===== src/rtl/if_fetch_stage.sv =====
// Instruction fetch: owns the PC, fills IF/ID, redirects on EX-resolved branches (optional BRANCH_DELAY_SLOT_EN).
// Latency: IF/ID loads on each falling edge; a taken branch reaches IF/ID 2 edges after the redirect edge.
// Backpressure: if_stall holds the PC, IF/ID and fetch_count; a redirect overrides a stall.
module if_fetch_stage #(
  parameter logic [31:0] RESET_PC = 32'h0000_0000,
  parameter logic [31:0] NOP_INST = 32'h0000_0000
) (
  input  logic        clk,
  input  logic        rst,
  input  logic        if_stall,
  input  logic        ex_npc_sel,
  input  logic [31:0] ex_pc4,
  input  logic [15:0] ex_imm16,
  output logic [31:0] imem_addr,
  input  logic [31:0] imem_data,
  output logic [31:0] if_id_inst,
  output logic [31:0] if_id_pc4,
  output logic        if_id_valid,
  output logic        flush_id,
  output logic [31:0] fetch_count
);

  typedef enum logic [1:0] {
    BOOT  = 2'd0,
    RUN   = 2'd1,
    REDIR = 2'd2
  } state_t;

  state_t      state_q, state_d;
  logic [31:0] pc_q, pc_d;
  logic [31:0] inst_q, inst_d;
  logic [31:0] pc4_q, pc4_d;
  logic [31:0] cnt_q, cnt_d;
  logic        vld_q, vld_d;
  logic [31:0] pc_plus4;
  logic [31:0] br_target;

  assign pc_plus4  = pc_q + 32'd4;
  assign br_target = ex_pc4 + {{14{ex_imm16[15]}}, ex_imm16, 2'b00};

  always_comb begin
    state_d = state_q;
    pc_d    = pc_q;
    inst_d  = inst_q;
    pc4_d   = pc4_q;
    vld_d   = vld_q;
    cnt_d   = cnt_q;
    case (state_q)
      BOOT: begin
        inst_d  = NOP_INST;
        pc4_d   = 32'd0;
        vld_d   = 1'b0;
        state_d = RUN;
      end
      RUN: begin
        if (ex_npc_sel) begin
          pc_d    = br_target;
          inst_d  = NOP_INST;
          pc4_d   = 32'd0;
          vld_d   = 1'b0;
          state_d = REDIR;
        end else if (!if_stall) begin
          pc_d   = pc_plus4;
          inst_d = imem_data;
          pc4_d  = pc_plus4;
          vld_d  = 1'b1;
          cnt_d  = cnt_q + 32'd1;
        end
      end
      REDIR: begin
        // Target is settling on imem_addr; any branch seen here is a squashed bubble.
        inst_d  = NOP_INST;
        pc4_d   = 32'd0;
        vld_d   = 1'b0;
        state_d = RUN;
      end
      default: begin
        state_d = BOOT;
      end
    endcase
  end

  always_ff @(negedge clk) begin
    if (rst) begin
      state_q <= BOOT;
      pc_q    <= {RESET_PC[31:2], 2'b00};
      inst_q  <= NOP_INST;
      pc4_q   <= 32'd0;
      vld_q   <= 1'b0;
      cnt_q   <= 32'd0;
    end else begin
      state_q <= state_d;
      pc_q    <= {pc_d[31:2], 2'b00};
      inst_q  <= inst_d;
      pc4_q   <= pc4_d;
      vld_q   <= vld_d;
      cnt_q   <= cnt_d;
    end
  end

  assign imem_addr   = pc_q;
  assign if_id_inst  = inst_q;
  assign if_id_pc4   = pc4_q;
  assign if_id_valid = vld_q;
  assign fetch_count = cnt_q;

`ifdef BRANCH_DELAY_SLOT_EN
  // The instruction in ID is the delay slot and must execute.
  assign flush_id = 1'b0;
`else
  assign flush_id = ex_npc_sel & (state_q == RUN);
`endif

endmodule


===== config.mk =====
export PLATFORM = sky130hd
export DESIGN_NAME = if_fetch_stage
export DESIGN_NICKNAME = d
export VERILOG_FILES = /design/src/rtl/if_fetch_stage.sv
export SDC_FILE = /design/constraint.sdc
export NUM_CORES = 1
export LEC_CHECK = 0
export CORE_UTILIZATION = 43
export DETAILED_ROUTE_END_ITERATION = 7
export GPL_TIMING_DRIVEN = 0
export PLACE_DENSITY = 0.8
export REMOVE_ABC_BUFFERS = 1
export SETUP_SLACK_MARGIN = 0.15
export SYNTH_ARGS = -nofsm -noshare
export SYNTH_HDL_FRONTEND = slang
export SYNTH_SLANG_ARGS = --single-unit
export TNS_END_PERCENT = 20

===== constraint.sdc =====
create_clock -name clk -period 2.65 [get_ports clk]
set_input_delay 0.53 -clock clk [delete_from_list [all_inputs] [get_ports clk]]
set_output_delay 0.53 -clock clk [all_outputs]
set_load 0.1 [all_outputs]

==> run summary <==
At the end of routability-driven placement, the weighted congestion stood at 0.863. Once placement finished, the instance area stood at 0.00940 mm2. Of all flip-flops after synthesis, the portion carrying an async set or reset was 0%. The logs give 0 for the number of nets with antenna violations after routing and 734 for the number of filler instances in the final layout.

Area growth from synthesis to final layout: 91.4%. The class of the tightest hold or removal check is flop to flop. The netlist uses 66 different library cells.

For the peak ir drop on the vdd network, the log shows 0.000422 V. The tools report the smallest setup slack after layout as -1.20 ns. The tools report the library cell used as clock root buffer as clkbuf_16. The height of the die works out to 131 um. The highest-delay cell along the critical path is fa_2. By instance count, the cell type seen most on the critical path is buf_4. Buffers placed on the I/O ports in this run total 207.

The tools report the first-pass iteration count of the detailed router as 6. Initial cell density of the core: 44.4%. The share of total power in sequential cells was 27.3%. For the final count of negative-setup-slack endpoints, the log shows 248. By area the synthesized netlist is led by dfxtp_1 (36%), nor2_1 (7.7%), a22oi_1 (5.8%). The worst hold path was traced through 2 stages. The checks that failed: setup timing.

Setup clock skew after layout: 0.0363 ns. The worst register-to-register path ends at imem_addr[30]$_SDFFE_NP0P_. Synthesis produced 887 cells. Data on the critical path arrives at its endpoint at 2.81 ns. The level count of the clock H-tree is 4.

The switching power summed over all nets is 2.91 mW. For the leakage dissipation, the log shows 5.71 nW. For this design the ratio of total power to cell area is 560 mW/mm2.

The sequential share of the synthesized area was 35.7%; the count of state elements after synthesis was 127. The switching share of power was 38.2%. In the final design database the tool counted 1396 nets. TritonCTS built the clock tree. The combinational fraction of design power is 26.4%. Endpoint kind of the worst setup timing path: a flop. The startpoint of the worst register-to-register path was imem_addr[2]$_SDFFE_NP0P_. The count of clock tree sinks was 127. The number of vias per cell was 6.11; the horizontal die dimension was 131 um. After routing the design area is 0.0136 mm2. Summed over all layers, the global routing overflow is 0. Clock-pin slew was measured on the worst setup and hold paths at 0.07 ns.

The total core area is 0.0161 mm2, and the final hold violation count is 0. Along the worst path, the maximum fanout reaches 3. For the total standard cell area after synthesis, the log shows 0.00713 mm2. For the internal portion of total power, the log shows 4.72 mW. The post-detailed-route wirelength per cell is 21.4 um, and the number of antenna violations at the first check in global routing is 1. Setup slack on the worst reg-to-reg path comes out at -0.12 ns. Walking the worst path, the cells encountered are buf_6, ha_4, fa_2, a21o_1, a221o_1, buf_4, a211oi_4, nor2_2, buf_4, a221oi_2, xor2_1, o22ai_1. The measured slew at the worst slew-check pin is 0.848 ns. The number of cell rows came out at 46.

The routed layout has 9216 vias. The largest area contributor in the netlist is dfxtp_1. The worst setup path is of the input pin to flop kind.

The first routing iteration left 1179 violations. Final max-slew violation count: 0. The tools report the worst max-slew margin expressed relative to the limit as 43.5%. The die footprint came out at 0.0171 mm2. STA puts the critical path data required time at 1.61 ns.

The run gives 30.2% as the global-route total usage across every layer. The share of the core filled with cells in the final layout was 85.0%; the number of synthesis warnings was 0. The routed design has 32300 um of wire. Area share of the leading cell type in the synthesized netlist: 35.7%. Each instance of the synthesized netlist takes up on average 8.03 um2.

The number of max-capacitance violations reported is 0. The flow ran to the end, but the final reports show violations. The share of total power dissipated in the clock network is 46.3%. OpenSTA, run right after detailed placement, puts the worst setup slack at -2.33 ns.

The first global-routing pass estimated 40300 um of wire. The detailed-route DRC error count was 0; the number of cells on the worst reg-to-reg path was 7. The most instantiated flip-flop cell in the synthesis netlist was dfxtp_1.

In this run the worst setup path begins at ex_imm16[0]. Number of global-route vias before repair: 8334. Setup repair after global routing could not meet its margin everywhere. Sort of element at the start of the critical path: an input pin.

For this design the top-level I/O count stands at 214. The share of final-layout standard cells stronger than drive strength 1 was 37.7%. The end point of the critical path is imem_addr[30]$_SDFFE_NP0P_. For this run, the slowest stage of the critical path takes 0.34 ns. The synthesized design contains 0 enable-type register cells. The clock reaches the later pin of the worst-skew pair after 0.49 ns.

The clock passes through at most 2 buffers. Entering global routing, the biggest net connects 69 pins. The logs give 14800 um for the HPWL after detailed placement and 17 for the TritonCTS buffer count.
-- layout make-up --
cell class	instances	area [um2]	share of cell area (%)
clock inverter	141	691	5.06
sequential	127	2840	20.8
clock buffer	17	425	3.12
tap	216	270	1.98
inverter	16	67.6	0.495
antenna	1	2.50	0.0183
multi-input combinational	695	5120	37.5
timing repair buffer	296	4230	31.0
-- registers in the layout (all words and copies together) (netlist names) --
| name | count |
|---|---|
| if_id_pc4 | 30 |
| fetch_count | 32 |
| if_id_valid | 1 |
| state_q | 2 |
| imem_addr | 30 |
| if_id_inst | 32 |
-- cell usage after synthesis, types with 3 or more instances --
| cell | number |
|---|---|
| buf_1 | 5 |
| and3_1 | 18 |
| nand4_1 | 15 |
| a31oi_1 | 13 |
| o31ai_1 | 6 |
| o211ai_1 | 4 |
| or2_2 | 4 |
| a21boi_0 | 3 |
| clkbuf_1 | 39 |
| nor2_1 | 146 |
| dfxtp_1 | 127 |
| o21ai_0 | 32 |
| a22oi_1 | 55 |
| xnor2_1 | 31 |
| nand3_1 | 37 |
| o21a_1 | 4 |
| a41oi_1 | 5 |
| a221oi_1 | 4 |
| nor3b_1 | 4 |
| or3_1 | 5 |
| nor3_1 | 21 |
| and2_1 | 9 |
| a21o_1 | 11 |
| buf_4 | 4 |
| and4_1 | 6 |
| a21oi_1 | 64 |
| nor4_1 | 5 |
| xor2_1 | 46 |
| o22ai_1 | 5 |
| inv_1 | 17 |
| a211oi_1 | 7 |
| ha_1 | 31 |
| nand2_1 | 58 |
| nand2b_1 | 4 |
-- cells in the final DEF (no fill, tap or decap), drive strengths merged, types with 6 or more instances in the layout --
| master | instances |
|---|---|
| a211oi | 8 |
| a21o | 11 |
| a21oi | 64 |
| a22oi | 55 |
| a31oi | 13 |
| and2 | 9 |
| and3 | 18 |
| and4 | 6 |
| buf | 227 |
| clkbuf | 17 |
| clkdlybuf4s50 | 41 |
| dfxtp | 127 |
| dlygate4sd2 | 25 |
| ha | 31 |
| inv | 143 |
| nand2 | 58 |
| nand3 | 37 |
| nand4 | 16 |
| nor2 | 146 |
| nor3 | 21 |
| nor4 | 8 |
| o21ai | 33 |
| o31ai | 6 |
| xnor2 | 31 |
| xor2 | 46 |
-- layer usage --
| metal | vias up | wire length, um | global-route usage [%] |
|---|---|---|---|
| met2 | 738 | 16000 | 52.7 |
| met1 | 4274 | 11200 | 32.2 |
| li1 | 4003 | - | - |
| met4 | 0 | 2040 | 17.0 |
| met5 | - | 0 | 0 |
| met3 | 201 | 3070 | 9.61 |
-- power by group through the flow --
| stage | registers [mW] | logic [mW] | clock network, mW |
|---|---|---|---|
| 2_1_floorplan | 2.48 | 0.542 | 0.292 |
| 3_3_place_gp | 2.09 | 1.36 | 0.292 |
| 3_5_place_dp | 2.09 | 1.40 | 0.292 |
| 4_1_cts | 2.07 | 1.71 | 3.39 |
| 5_1_grt | 2.08 | 2.09 | 3.82 |
| 6_report | 2.08 | 2.02 | 3.54 |
-- timing repair --
action / CTS / global route
hold buffers: 0 / 0
resized for setup: 440 / 1054
endpoints found under the setup margin: 252 / 252
setup buffers: 58 / 19
pin swaps: 65 / 23
cloned: 4 / 0
-- kinds of logic after synthesis --
logic type	Yosys count	synth area share [%]
compound gates	238	22.0
xor+xnor	77	9.46
fa+ha+maj	32	5.72
buf+inv	68	3.84
flops	127	35.7
mux	2	0.298
other cells	1	0.0526
simple gates	342	22.9
-- per-stage QoR --
stage | power, mW | hold WS [ns] | setup TNS [ns] | cells
final | 7.64 | 0.500 | -77.29 | 1509
after global routing | 8.00 | 0.506 | -87.67 | 1509
after CTS | 7.17 | 0.455 | -157.63 | 1489
after detailed placement | 3.78 | 0.449 | -303.41 | 1270
after global placement | 3.74 | 0.444 | -688.85 | 1262
after floorplan | 3.31 | 0.581 | -207.63 | 839
-- how the worst min path moves through the flow --
stage / slack [ns] / end / from
4_1_cts: 0.46 / if_id_pc4[10]$_SDFFE_NP0P_ / if_id_pc4[10]$_SDFFE_NP0P_
3_3_place_gp: 0.44 / if_id_pc4[10]$_SDFFE_NP0P_ / if_id_pc4[10]$_SDFFE_NP0P_
5_1_grt: 0.51 / if_id_pc4[10]$_SDFFE_NP0P_ / if_id_pc4[10]$_SDFFE_NP0P_
6_report: 0.50 / if_id_pc4[10]$_SDFFE_NP0P_ / if_id_pc4[10]$_SDFFE_NP0P_
3_5_place_dp: 0.45 / if_id_pc4[10]$_SDFFE_NP0P_ / if_id_pc4[10]$_SDFFE_NP0P_
2_1_floorplan: 0.58 / if_id_pc4[4]$_SDFFE_NP0P_ / state_q[0]$_SDFFE_NP0P_
-- worst max-delay path: cells and delay by family --
family | cells | cell delay (ns)
fa+ha+maj | 2 | 0.50
compound gates | 5 | 1.10
buf+inv | 3 | 0.41
xor+xnor | 1 | 0.18
simple gates | 1 | 0.09
Power figures use the tool's default switching activity.
